<file path="src/rtl/fpm_pkg.sv">
// fpm_pkg: shared widths, FSM state type and hidden-bit helper for the float-multiply front end.
package fpm_pkg;
  localparam int MANT_W = 24;
  localparam int PROD_W = 48;
  localparam int EXP_W = 8;
  localparam int CNT_W = 5;
  typedef enum logic [1:0] {IDLE, BUSY, DONE} state_t;
  function automatic logic hidden_bit(input logic [EXP_W-1:0] e);
    return |e;
  endfunction
endpackage

</file>
<file path="src/rtl/fpm_seq_mantissa_mult_if.sv">
// fpm_seq_mantissa_mult_if: operand/result handshake bundle between producer, multiplier and normalize stage.
interface fpm_seq_mantissa_mult_if;
  import fpm_pkg::*;
  logic in_valid;
  logic in_ready;
  logic [31:0] x;
  logic [31:0] y;
  logic out_valid;
  logic out_ready;
  logic [PROD_W-1:0] product;
  logic [EXP_W-1:0] exp_x;
  logic [EXP_W-1:0] exp_y;
  logic sign_out;
  logic exception;
  modport master (
    output in_valid, x, y, out_ready,
    input in_ready, out_valid, product, exp_x, exp_y, sign_out, exception
  );
  modport slave (
    input in_valid, x, y, out_ready,
    output in_ready, out_valid, product, exp_x, exp_y, sign_out, exception
  );
endinterface

</file>
<file path="src/rtl/fpm_shift_add_step.sv">
// fpm_shift_add_step: adds the shifted multiplicand for each set bit of the current multiplier slice.
module fpm_shift_add_step
  import fpm_pkg::*;
#(
  parameter int BITS_PER_CYCLE = 1
) (
  input  logic [PROD_W-1:0]         mcand_i,
  input  logic [BITS_PER_CYCLE-1:0] mplr_i,
  input  logic [PROD_W-1:0]         acc_i,
  output logic [PROD_W-1:0]         acc_o
);
  always_comb begin
    acc_o = acc_i;
    for (int k = 0; k < BITS_PER_CYCLE; k++)
      acc_o = acc_o + (mplr_i[k] ? mcand_i << k : '0);
  end
endmodule

</file>
<file path="src/rtl/fpm_seq_mantissa_mult.sv">
// fpm_seq_mantissa_mult: iterative shift-add 24x24 significand multiplier with valid/ready handshake.
module fpm_seq_mantissa_mult
  import fpm_pkg::*;
#(
  parameter int BITS_PER_CYCLE = 1
) (
  input logic clk,
  input logic rst_n,
  input logic flush,
  fpm_seq_mantissa_mult_if.slave bus
);
  localparam int B = BITS_PER_CYCLE;
  localparam int N = MANT_W / B;
  generate
    if (!(B == 1 || B == 2 || B == 3 || B == 4 || B == 6 || B == 8 || B == 12 || B == 24)) begin : g_bad_bpc
      $error("BITS_PER_CYCLE must divide 24 evenly");
    end
  endgenerate
  state_t state_q;
  logic out_valid_q;
  logic [PROD_W-1:0] mcand_q;
  logic [PROD_W-1:0] acc_q;
  logic [PROD_W-1:0] acc_d;
  logic [PROD_W-1:0] product_q;
  logic [MANT_W-1:0] mplr_q;
  logic [CNT_W-1:0] cnt_q;
  logic [EXP_W-1:0] exp_x_q;
  logic [EXP_W-1:0] exp_y_q;
  logic sign_q;
  logic exc_q;
  logic accept;
  logic last;
  logic [MANT_W-1:0] op_x;
  logic [MANT_W-1:0] op_y;
  assign op_x = {hidden_bit(bus.x[30:23]), bus.x[22:0]};
  assign op_y = {hidden_bit(bus.y[30:23]), bus.y[22:0]};
  // rst_n gating keeps in_ready low during reset even though state already reads IDLE
  assign bus.in_ready = rst_n && !flush && (state_q == IDLE || (state_q == DONE && bus.out_ready));
  assign accept = bus.in_valid && bus.in_ready;
  assign last = cnt_q == CNT_W'(N - 1);
  fpm_shift_add_step #(.BITS_PER_CYCLE(B)) u_step (
    .mcand_i(mcand_q),
    .mplr_i (mplr_q[B-1:0]),
    .acc_i  (acc_q),
    .acc_o  (acc_d)
  );
  always_ff @(posedge clk or negedge rst_n)
    if (!rst_n) begin
      state_q <= IDLE;
      out_valid_q <= 1'b0;
      mcand_q <= '0;
      mplr_q <= '0;
      acc_q <= '0;
      cnt_q <= '0;
      product_q <= '0;
      exp_x_q <= '0;
      exp_y_q <= '0;
      sign_q <= 1'b0;
      exc_q <= 1'b0;
    end else if (flush) begin
      state_q <= IDLE;
      out_valid_q <= 1'b0;
    end else if (accept) begin
      state_q <= BUSY;
      out_valid_q <= 1'b0;
      mcand_q <= {{(PROD_W - MANT_W){1'b0}}, op_x};
      mplr_q <= op_y;
      acc_q <= '0;
      cnt_q <= '0;
      exp_x_q <= bus.x[30:23];
      exp_y_q <= bus.y[30:23];
      sign_q <= bus.x[31] ^ bus.y[31];
      exc_q <= (&bus.x[30:23]) | (&bus.y[30:23]);
    end else if (state_q == BUSY) begin
      acc_q <= acc_d;
      mcand_q <= mcand_q << B;
      mplr_q <= mplr_q >> B;
      cnt_q <= cnt_q + CNT_W'(1);
      if (last) begin
        product_q <= acc_d;
        state_q <= DONE;
        out_valid_q <= 1'b1;
      end
    end else if (state_q == DONE && bus.out_ready) begin
      state_q <= IDLE;
      out_valid_q <= 1'b0;
    end
  assign bus.out_valid = out_valid_q;
  assign bus.product = product_q;
  assign bus.exp_x = exp_x_q;
  assign bus.exp_y = exp_y_q;
  assign bus.sign_out = sign_q;
  assign bus.exception = exc_q;
endmodule

</file>
<file path="src/flat_wrapper.sv">
// flat-port wrapper written by rule: the top's interface ports become plain ports
module fpm_seq_mantissa_mult_flat import fpm_pkg::*;
#(
  parameter int BITS_PER_CYCLE = 1
)
  (clk, rst_n, flush, bus_in_valid, bus_x, bus_y, bus_out_ready, bus_in_ready, bus_out_valid, bus_product, bus_exp_x, bus_exp_y, bus_sign_out, bus_exception);
  fpm_seq_mantissa_mult_if bus_i ();
  input logic clk;
  input logic rst_n;
  input logic flush;
  input wire logic [$bits(bus_i.in_valid)-1:0] bus_in_valid;
  input wire logic [$bits(bus_i.x)-1:0] bus_x;
  input wire logic [$bits(bus_i.y)-1:0] bus_y;
  input wire logic [$bits(bus_i.out_ready)-1:0] bus_out_ready;
  output wire logic [$bits(bus_i.in_ready)-1:0] bus_in_ready;
  output wire logic [$bits(bus_i.out_valid)-1:0] bus_out_valid;
  output wire logic [$bits(bus_i.product)-1:0] bus_product;
  output wire logic [$bits(bus_i.exp_x)-1:0] bus_exp_x;
  output wire logic [$bits(bus_i.exp_y)-1:0] bus_exp_y;
  output wire logic [$bits(bus_i.sign_out)-1:0] bus_sign_out;
  output wire logic [$bits(bus_i.exception)-1:0] bus_exception;
  assign bus_i.in_valid = bus_in_valid;
  assign bus_i.x = bus_x;
  assign bus_i.y = bus_y;
  assign bus_i.out_ready = bus_out_ready;
  assign bus_in_ready = bus_i.in_ready;
  assign bus_out_valid = bus_i.out_valid;
  assign bus_product = bus_i.product;
  assign bus_exp_x = bus_i.exp_x;
  assign bus_exp_y = bus_i.exp_y;
  assign bus_sign_out = bus_i.sign_out;
  assign bus_exception = bus_i.exception;
  fpm_seq_mantissa_mult #(.BITS_PER_CYCLE(BITS_PER_CYCLE)) u_core (.clk(clk), .rst_n(rst_n), .flush(flush), .bus(bus_i));
endmodule
</file>
<file path="config.mk">
export PLATFORM = sky130hd
export DESIGN_NAME = fpm_seq_mantissa_mult_flat
export DESIGN_NICKNAME = d
export VERILOG_FILES = /design/src/rtl/fpm_pkg.sv /design/src/rtl/fpm_seq_mantissa_mult_if.sv /design/src/rtl/fpm_shift_add_step.sv /design/src/rtl/fpm_seq_mantissa_mult.sv /design/src/flat_wrapper.sv
export SDC_FILE = /design/constraint.sdc
export NUM_CORES = 1
export LEC_CHECK = 0
export BUFFER_PORTS_ARGS = -buffer_cell sky130_fd_sc_hd__clkbuf_2
export CAP_MARGIN = 20
export CORE_MARGIN = 8
export CORE_UTILIZATION = 55
export DETAILED_ROUTE_END_ITERATION = 8
export GPL_TIMING_DRIVEN = 0
export HOLD_SLACK_MARGIN = 0.03
export PLACE_DENSITY = 0.79
export SYNTH_ARGS = -nofsm -noshare
export SYNTH_HDL_FRONTEND = slang
export SYNTH_SLANG_ARGS = --single-unit
</file>
<file path="constraint.sdc">
create_clock -name clk -period 8.6 [get_ports clk]
set_input_delay 0 -clock clk [delete_from_list [all_inputs] [get_ports clk]]
set_output_delay 0 -clock clk [all_outputs]
set_load 0.02 [all_outputs]
</file>
==> results of run 1 <==
[layer usage]
layer  track usage (%)  vias up
met1             30.46     4535
met5                 0        -
met2             40.01      368
met4             8.345        0
li1                  -     4426
met3             5.391       60
[stage by stage]
stage / setup slack (ns) / cell area, µm² / power, mW / utilization (%)
2_1_floorplan: 5.536 / 10160 / 1.786 / -
3_3_place_gp: 2.800 / 11120 / 2.012 / 61.72
3_5_place_dp: 4.832 / 11190 / 2.049 / 62.07
4_1_cts: 4.784 / 12490 / 2.929 / 69.30
5_1_grt: 4.505 / 12490 / 3.099 / 69.30
6_report: 4.730 / 12490 / 2.941 / 69.30
[cells in the mapped netlist, drive strengths merged, types with 23 or more instances]
library cell,instances
nand2,194
dfrtp,193
o21ai,123
nor2,116
a21oi,61
and2,53
clkbuf,53
ha,48
o22ai,47
nand3,44
xnor2,25
xor2,24
a21o,23
[report_power, final]
group,internal (mW),switching [mW]
clock,0.476,0.375
combinational,0.369,0.582
sequential,1.04,0.0984
total,1.89,1.05
[worst paths after layout]
| path | start | endpoint | slack, ns | cells past startpoint |
|---|---|---|---|---|
| max in group asynchronous | rst_n | u_core.acc_q[42]$_DFFE_PN0P_ | 7.47 | 4 |
| worst max register to register | u_core.mplr_q[0]$_DFFE_PN0P_ | u_core.bus.product[46]$_DFFE_PN0P_ | 4.73 | 13 |
| worst min-delay path | rst_n | u_core.acc_q[14]$_DFFE_PN0P_ | 0.08 | 2 |
| worst min register to register | u_core.bus.product[30]$_DFFE_PN0P_ | u_core.bus.product[30]$_DFFE_PN0P_ | 0.48 | 2 |
| worst max-delay path | u_core.mplr_q[0]$_DFFE_PN0P_ | u_core.bus.product[46]$_DFFE_PN0P_ | 4.73 | 13 |
| min in group clk | bus_in_valid | u_core.mplr_q[2]$_DFFE_PN0P_ | 0.21 | 5 |
[sequential cells by signal, indices dropped and copies added (netlist names)]
signal / count
u_core.acc_q: 48
u_core.bus.product: 48
u_core.mcand_q: 48
u_core.mplr_q: 24
u_core.bus.exp_x: 8
u_core.bus.exp_y: 8
u_core.cnt_q: 5
u_core.bus.exception: 1
u_core.bus.out_valid: 1
u_core.bus.sign_out: 1
u_core.state_q: 1
[cell type report]
class | count | share of cell area [%]
clock buffer | 18 | 3.516
clock inverter | 14 | 1.543
inverter | 15 | 0.4508
multi-input combinational | 870 | 40.33
sequential | 193 | 38.67
buffer | 62 | 1.873
timing repair buffer | 205 | 11.33
tap | 229 | 2.294
[critical path: cells and delay by family, from the launching register on]
family / cells / cell delay [ns]
AOI/OAI and AO/OA: 6 / 1.46
buffers and inverters: 2 / 0.75
and+or+nand+nor: 3 / 0.69
DFF: 1 / 0.38
adders and majority gates: 1 / 0.23
xor gates and xnor gates: 1 / 0.22
[logic make-up (layout without fill, tap and decap cells)]
| logic type | after synthesis | count (layout) | share of synthesized area, % |
|---|---|---|---|
| XOR/XNOR | 49 | 49 | 4.225 |
| AND/OR/NAND/NOR | 451 | 451 | 19.86 |
| flip-flops | 193 | 193 | 47.55 |
| buffers and inverters | 77 | 314 | 2.858 |
| AO/OA/AOI/OAI | 309 | 309 | 18.08 |
| adder cells (fa/ha/maj) | 49 | 49 | 6.110 |
| multiplexers | 12 | 12 | 1.318 |
==> impl_metrics.prom, run 1 <==
# TYPE chip_impl_metric gauge
chip_impl_metric{name="grt_antenna_before_repair",unit=""} 0
chip_impl_metric{name="ctsHoldBuffers",unit=""} 67
chip_impl_info{name="status",value="complete, no violations"} 1
chip_impl_metric{name="clock_skew",unit="ns"} 0.01035
chip_impl_metric{name="floorplan.die_area",unit="mm²"} 0.02307
chip_impl_metric{name="slew_violations",unit=""} 0
chip_impl_metric{name="area.sequential",unit="mm²"} 0.004830
chip_impl_metric{name="slew_headroom",unit="%"} 47.68
chip_impl_metric{name="ys_seq_elements",unit=""} 193
chip_impl_metric{name="post-cts-setup-buffer-count",unit=""} 0
chip_impl_metric{name="track_usage",unit="%"} 24.11
chip_impl_metric{name="wl_met1",unit="mm"} 12.14
chip_impl_metric{name="post-place-cells",unit=""} 1507
chip_impl_info{name="cpMaxStageDelayCell",value="sky130_fd_sc_hd__clkbuf_1"} 1
chip_impl_metric{name="synth_enable_flop_cells",unit=""} 0
chip_impl_info{name="final_cell_mix",value="sky130_fd_sc_hd__nand2_1, sky130_fd_sc_hd__dfrtp_1, sky130_fd_sc_hd__clkbuf_2, sky130_fd_sc_hd__o21ai_0, sky130_fd_sc_hd__nor2_1"} 1
chip_impl_metric{name="route.detailed.wl_per_inst",unit="µm"} 17.59
chip_impl_metric{name="setup_tns",unit="ns"} 0
chip_impl_metric{name="synth_seq_area_share",unit="%"} 47.55
chip_impl_metric{name="drt.antenna.violating_nets",unit=""} 0
chip_impl_info{name="category_of_the_most_critical_setup_path",value="reg2reg"} 1
chip_impl_metric{name="synth_nets",unit=""} 1258
chip_impl_info{name="tritoncts",value="done"} 1
chip_impl_metric{name="drt-total-wl",unit="mm"} 28.24
chip_impl_metric{name="dieWidth",unit="µm"} 151.9
chip_impl_metric{name="dr_wl_met2",unit="mm"} 13.37
chip_impl_info{name="crit_path_cell_trace",value="clkbuf_1, clkbuf_1, and2_1, ha_1, nand3_2, or3_1, o211a_1, a21o_1, a21oi_2, a21oi_1, a21boi_0, xnor2_1, o21ai_0"} 1
chip_impl_metric{name="io_pins",unit=""} 137
chip_impl_info{name="netlist.top_cell.by_area",value="sky130_fd_sc_hd__dfrtp_1"} 1
chip_impl_metric{name="synth_cell_types",unit=""} 55
chip_impl_metric{name="drc",unit=""} 0
chip_impl_metric{name="post_drt_via_cell_ratio",unit=""} 5.846
chip_impl_metric{name="finalHoldViolCount",unit=""} 0
chip_impl_metric{name="tritoncts_num_sinks",unit=""} 193
chip_impl_metric{name="power-per-cell-area",unit="mW/mm²"} 235.5
chip_impl_info{name="rsz0062_at_grt",value="no"} 1
chip_impl_metric{name="drive_gt1_share",unit="%"} 14.23
chip_impl_metric{name="number_of_drc_markers_after_the_initial_detailed_route_iteration",unit=""} 686
chip_impl_metric{name="worstPathMaxFanout",unit=""} 10
chip_impl_metric{name="layout.filler_cells",unit=""} 1401
chip_impl_metric{name="nets",unit=""} 1482
chip_impl_metric{name="cts.repair.resized",unit=""} 0
chip_impl_metric{name="grt_pass1_vias",unit=""} 9307
chip_impl_metric{name="maxCapViolations",unit=""} 0
chip_impl_metric{name="antenna-diode-count",unit=""} 0
chip_impl_metric{name="core",unit="mm²"} 0.01802
chip_impl_metric{name="fmax",unit="MHz"} 258.4
chip_impl_info{name="synth-main-ff-cell",value="sky130_fd_sc_hd__dfrtp_1"} 1
chip_impl_metric{name="clkLatencyLatePin",unit="ns"} 0.44
chip_impl_metric{name="met3RoutedLength",unit="mm"} 2.000
chip_impl_metric{name="timing.final.crit_period",unit="ns"} 3.870
chip_impl_metric{name="syn-mean-instance-area",unit="µm²"} 8.910
chip_impl_info{name="type_of_the_tightest_min_delay_check",value="in2async"} 1
chip_impl_metric{name="synth.top_cell.area_share",unit="%"} 47.55
chip_impl_info{name="top_signal_layer_used",value="met4"} 1
chip_impl_metric{name="final-setup-viol-count",unit=""} 0
chip_impl_metric{name="worst_setup_hold_path_clk_slew",unit="ns"} 0.07
chip_impl_metric{name="drtPass1Iterations",unit=""} 5
chip_impl_metric{name="area_growth",unit="%"} 22.97
chip_impl_info{name="type_of_element_launching_the_critical_path",value="flip-flop"} 1
chip_impl_metric{name="final_estimated_routing_congestion_in_global_placement",unit=""} 0.9107
chip_impl_metric{name="multi_input_area",unit="mm²"} 0.005037
chip_impl_metric{name="hpwl",unit="mm"} 19.90
chip_impl_metric{name="power.ir.vdd_worst",unit="µV"} 153.4
chip_impl_metric{name="finalHoldWorstSlack",unit="ns"} 0.07587
chip_impl_metric{name="static_leak",unit="nW"} 5.984
chip_impl_metric{name="synth_cells",unit=""} 1140
chip_impl_metric{name="final_cells",unit=""} 1606
chip_impl_info{name="critical_path.endpoint_type",value="flip-flop"} 1
chip_impl_info{name="yosys-top-cells-area",value="sky130_fd_sc_hd__dfrtp_1, sky130_fd_sc_hd__nand2_1, sky130_fd_sc_hd__o21ai_0"} 1
chip_impl_metric{name="cp.arrival",unit="ns"} 4.17
chip_impl_metric{name="floorplan.rows",unit=""} 49
chip_impl_metric{name="worstMarginPinSlew",unit="ns"} 0.7849
chip_impl_metric{name="netlist_area",unit="mm²"} 0.01016
chip_impl_metric{name="cts_buffers",unit=""} 17
chip_impl_metric{name="grt_pass1_wl",unit="mm"} 46.48
chip_impl_metric{name="pin_count_of_the_biggest_net_entering_global_routing",unit=""} 74
chip_impl_metric{name="dr_total_vias",unit=""} 9389
chip_impl_info{name="clock_tree.root_cell",value="sky130_fd_sc_hd__clkbuf_16"} 1
chip_impl_metric{name="cts_buffer_depth",unit=""} 2
chip_impl_metric{name="initial_core_util",unit="%"} 56.35
chip_impl_metric{name="port_buffers",unit=""} 136
chip_impl_info{name="worst_path_most_repeated_cell",value="sky130_fd_sc_hd__clkbuf_1"} 1
chip_impl_metric{name="layout_worst_path_cycle_share",unit="%"} 45.00
chip_impl_info{name="layout_commonest_cell",value="sky130_fd_sc_hd__nand2_1"} 1
chip_impl_metric{name="die_y",unit="µm"} 151.9
chip_impl_metric{name="synth.yosys.warnings",unit=""} 0
chip_impl_metric{name="cp_slowest_stage_delay",unit="ns"} 0.43
chip_impl_metric{name="htree_num_levels",unit=""} 4
chip_impl_metric{name="global_route.overflow_total",unit=""} 0
chip_impl_metric{name="synth_async_reset_ratio",unit="%"} 100.0
chip_impl_metric{name="critical_path_required",unit="ns"} 8.90
Power figures use the tool's default switching activity.
==> inputs of run 2 (changes only) <==
==> constraint.sdc (replaced) <==
create_clock -name clk -period 3.9 [get_ports clk]
set_input_delay 0 -clock clk [delete_from_list [all_inputs] [get_ports clk]]
set_output_delay 0 -clock clk [all_outputs]
set_load 0.02 [all_outputs]
==> impl_metrics.prom, run 2 (same netlist as run 1, synthesis figures left out) <==
# TYPE chip_impl_metric gauge
chip_impl_info{name="status",value="complete, no violations"} 1
chip_impl_metric{name="grt_pass1_wl",unit="mm"} 46.48
chip_impl_metric{name="hpwl",unit="mm"} 19.90
chip_impl_metric{name="slew_violations",unit=""} 0
chip_impl_metric{name="fmax",unit="MHz"} 271.5
chip_impl_metric{name="final_cells",unit=""} 1606
chip_impl_info{name="type_of_element_launching_the_critical_path",value="flip-flop"} 1
chip_impl_metric{name="cts_buffers",unit=""} 17
chip_impl_metric{name="finalHoldWorstSlack",unit="ns"} 0.07137
chip_impl_metric{name="grt_pass1_vias",unit=""} 9307
chip_impl_info{name="type_of_the_tightest_min_delay_check",value="in2async"} 1
chip_impl_metric{name="number_of_drc_markers_after_the_initial_detailed_route_iteration",unit=""} 708
chip_impl_metric{name="grt_antenna_before_repair",unit=""} 0
chip_impl_info{name="cpMaxStageDelayCell",value="sky130_fd_sc_hd__o21ai_0"} 1
chip_impl_metric{name="track_usage",unit="%"} 24.11
chip_impl_metric{name="finalHoldViolCount",unit=""} 0
chip_impl_metric{name="worst_setup_hold_path_clk_slew",unit="ns"} 0.08
chip_impl_metric{name="worst_slack",unit="ns"} 0.2170
chip_impl_metric{name="critical_path_required",unit="ns"} 4.23
chip_impl_info{name="crit_path_cell_trace",value="clkbuf_1, and2_1, ha_1, a21oi_1, o21ai_0, o2111ai_1, a211oi_1, and4bb_2, nor2_4, a31oi_1, nor3b_1, a211o_1"} 1
chip_impl_metric{name="dieWidth",unit="µm"} 151.9
chip_impl_metric{name="drive_gt1_share",unit="%"} 14.45
chip_impl_metric{name="drt-total-wl",unit="mm"} 28.26
chip_impl_metric{name="pin_count_of_the_biggest_net_entering_global_routing",unit=""} 74
chip_impl_metric{name="drtPass1Iterations",unit=""} 7
chip_impl_metric{name="core",unit="mm²"} 0.01802
chip_impl_metric{name="critical_path_buf_inv_count",unit=""} 1
chip_impl_metric{name="antenna-diode-count",unit=""} 0
chip_impl_metric{name="global_route.overflow_total",unit=""} 0
chip_impl_metric{name="clkLatencyLatePin",unit="ns"} 0.45
chip_impl_metric{name="timing.final.crit_period",unit="ns"} 3.683
chip_impl_info{name="worstReg2RegStart",value="u_core.mplr_q[0]$_DFFE_PN0P_"} 1
chip_impl_metric{name="tritoncts_num_sinks",unit=""} 193
chip_impl_metric{name="die_y",unit="µm"} 151.9
chip_impl_metric{name="static_leak",unit="nW"} 5.989
chip_impl_metric{name="area_growth",unit="%"} 23.13
chip_impl_info{name="crit_start",value="u_core.mplr_q[0]$_DFFE_PN0P_"} 1
chip_impl_info{name="tritoncts",value="done"} 1
chip_impl_metric{name="slew_headroom",unit="%"} 48.35
chip_impl_metric{name="cp_slowest_stage_delay",unit="ns"} 0.44
chip_impl_metric{name="io_pins",unit=""} 137
chip_impl_metric{name="final-setup-viol-count",unit=""} 0
chip_impl_metric{name="drt.antenna.violating_nets",unit=""} 0
chip_impl_metric{name="nets",unit=""} 1482
chip_impl_metric{name="clock_skew",unit="ns"} 0.01361
chip_impl_metric{name="port_buffers",unit=""} 136
chip_impl_metric{name="power-per-cell-area",unit="mW/mm²"} 518.9
chip_impl_metric{name="drc",unit=""} 0
chip_impl_metric{name="floorplan.die_area",unit="mm²"} 0.02307
chip_impl_metric{name="floorplan.rows",unit=""} 49
chip_impl_metric{name="layout_worst_path_cycle_share",unit="%"} 94.44
chip_impl_metric{name="cp.arrival",unit="ns"} 4.01
chip_impl_info{name="rsz0062_at_grt",value="no"} 1
chip_impl_info{name="timing.critical_path.max_delay_family",value="compound AO/OA/AOI/OAI gates"} 1
chip_impl_info{name="layout_commonest_cell",value="sky130_fd_sc_hd__nand2_1"} 1
chip_impl_metric{name="final_estimated_routing_congestion_in_global_placement",unit=""} 0.9107
chip_impl_info{name="critical_path.endpoint_type",value="flip-flop"} 1
chip_impl_metric{name="worstMarginPinSlew",unit="ns"} 0.7747
chip_impl_metric{name="placement.setup.worst_slack",unit="ns"} 0.1321
chip_impl_metric{name="cts_buffer_depth",unit=""} 2
chip_impl_info{name="clock_tree.root_cell",value="sky130_fd_sc_hd__clkbuf_16"} 1
chip_impl_metric{name="worstPathMaxFanout",unit=""} 10
chip_impl_metric{name="post_drt_via_cell_ratio",unit=""} 5.835
chip_impl_info{name="category_of_the_most_critical_setup_path",value="reg2reg"} 1
chip_impl_metric{name="htree_num_levels",unit=""} 4
chip_impl_metric{name="post-place-cells",unit=""} 1507
chip_impl_metric{name="route.detailed.wl_per_inst",unit="µm"} 17.59
chip_impl_metric{name="power.ir.vdd_worst",unit="µV"} 341.8
chip_impl_metric{name="initial_core_util",unit="%"} 56.35
chip_impl_metric{name="maxCapViolations",unit=""} 0
chip_impl_metric{name="dr_total_vias",unit=""} 9371
chip_impl_info{name="final_cell_mix",value="sky130_fd_sc_hd__nand2_1, sky130_fd_sc_hd__dfrtp_1, sky130_fd_sc_hd__clkbuf_2, sky130_fd_sc_hd__o21ai_0, sky130_fd_sc_hd__nor2_1"} 1
-- run 2: what timing repair did --
action                                  in CTS  in global routing
endpoints found under the hold margin      188                  0
gates resized for setup                      0                  7
setup buffers                                0                  0
hold buffers                                67                  0
endpoints found under the setup margin       0                 27
-- run 2: layout make-up --
cell class	count	area, µm²
fillers	1400	5518
multi-input cells	870	5051
flip-flops and latches	193	4830
repair buffers	205	1415
clock buffers	18	439.2
well taps	229	286.5
plain buffers	62	236.5
clock inverters	14	192.7
inverters	15	56.30
-- run 2: worst paths after layout --
path / end / slack [ns] / depth (start not counted)
min in group clk: u_core.mplr_q[2]$_DFFE_PN0P_ / 0.20 / 5
worst max register to register: u_core.bus.product[47]$_DFFE_PN0P_ / 0.22 / 12
max in group asynchronous: u_core.acc_q[42]$_DFFE_PN0P_ / 2.77 / 4
worst min register to register: u_core.bus.product[30]$_DFFE_PN0P_ / 0.48 / 2
worst max-delay path: u_core.bus.product[47]$_DFFE_PN0P_ / 0.22 / 12
worst min-delay path: u_core.acc_q[14]$_DFFE_PN0P_ / 0.07 / 2
-- run 2: routing by layer --
metal / up-vias / part of all wire (%) / GRT usage [%]
met1: 4509 / 43 / 30.46
met4: 0 / 2.3 / 8.345
met5: - / 0 / 0
li1: 4428 / - / -
met2: 380 / 47 / 40.01
met3: 54 / 7.4 / 5.391
-- run 2: where the power goes --
group / internal [mW] / switching, mW / total [mW]
combinational: 0.815 / 1.28 / 2.10
clock: 1.05 / 0.828 / 1.88
sequential: 2.30 / 0.216 / 2.51
total: 4.16 / 2.33 / 6.49
-- run 2: stage by stage --
stage / area, µm² / setup TNS [ns] / util, % / total power, mW
after floorplan: 10160 / 0 / - / 3.939
after global placement: 11120 / -389.41 / 61.72 / 4.437
after detailed placement: 11190 / 0 / 62.07 / 4.517
after CTS: 12490 / 0 / 69.30 / 6.459
after global routing: 12510 / 0 / 69.39 / 6.836
final: 12510 / 0 / 69.39 / 6.490
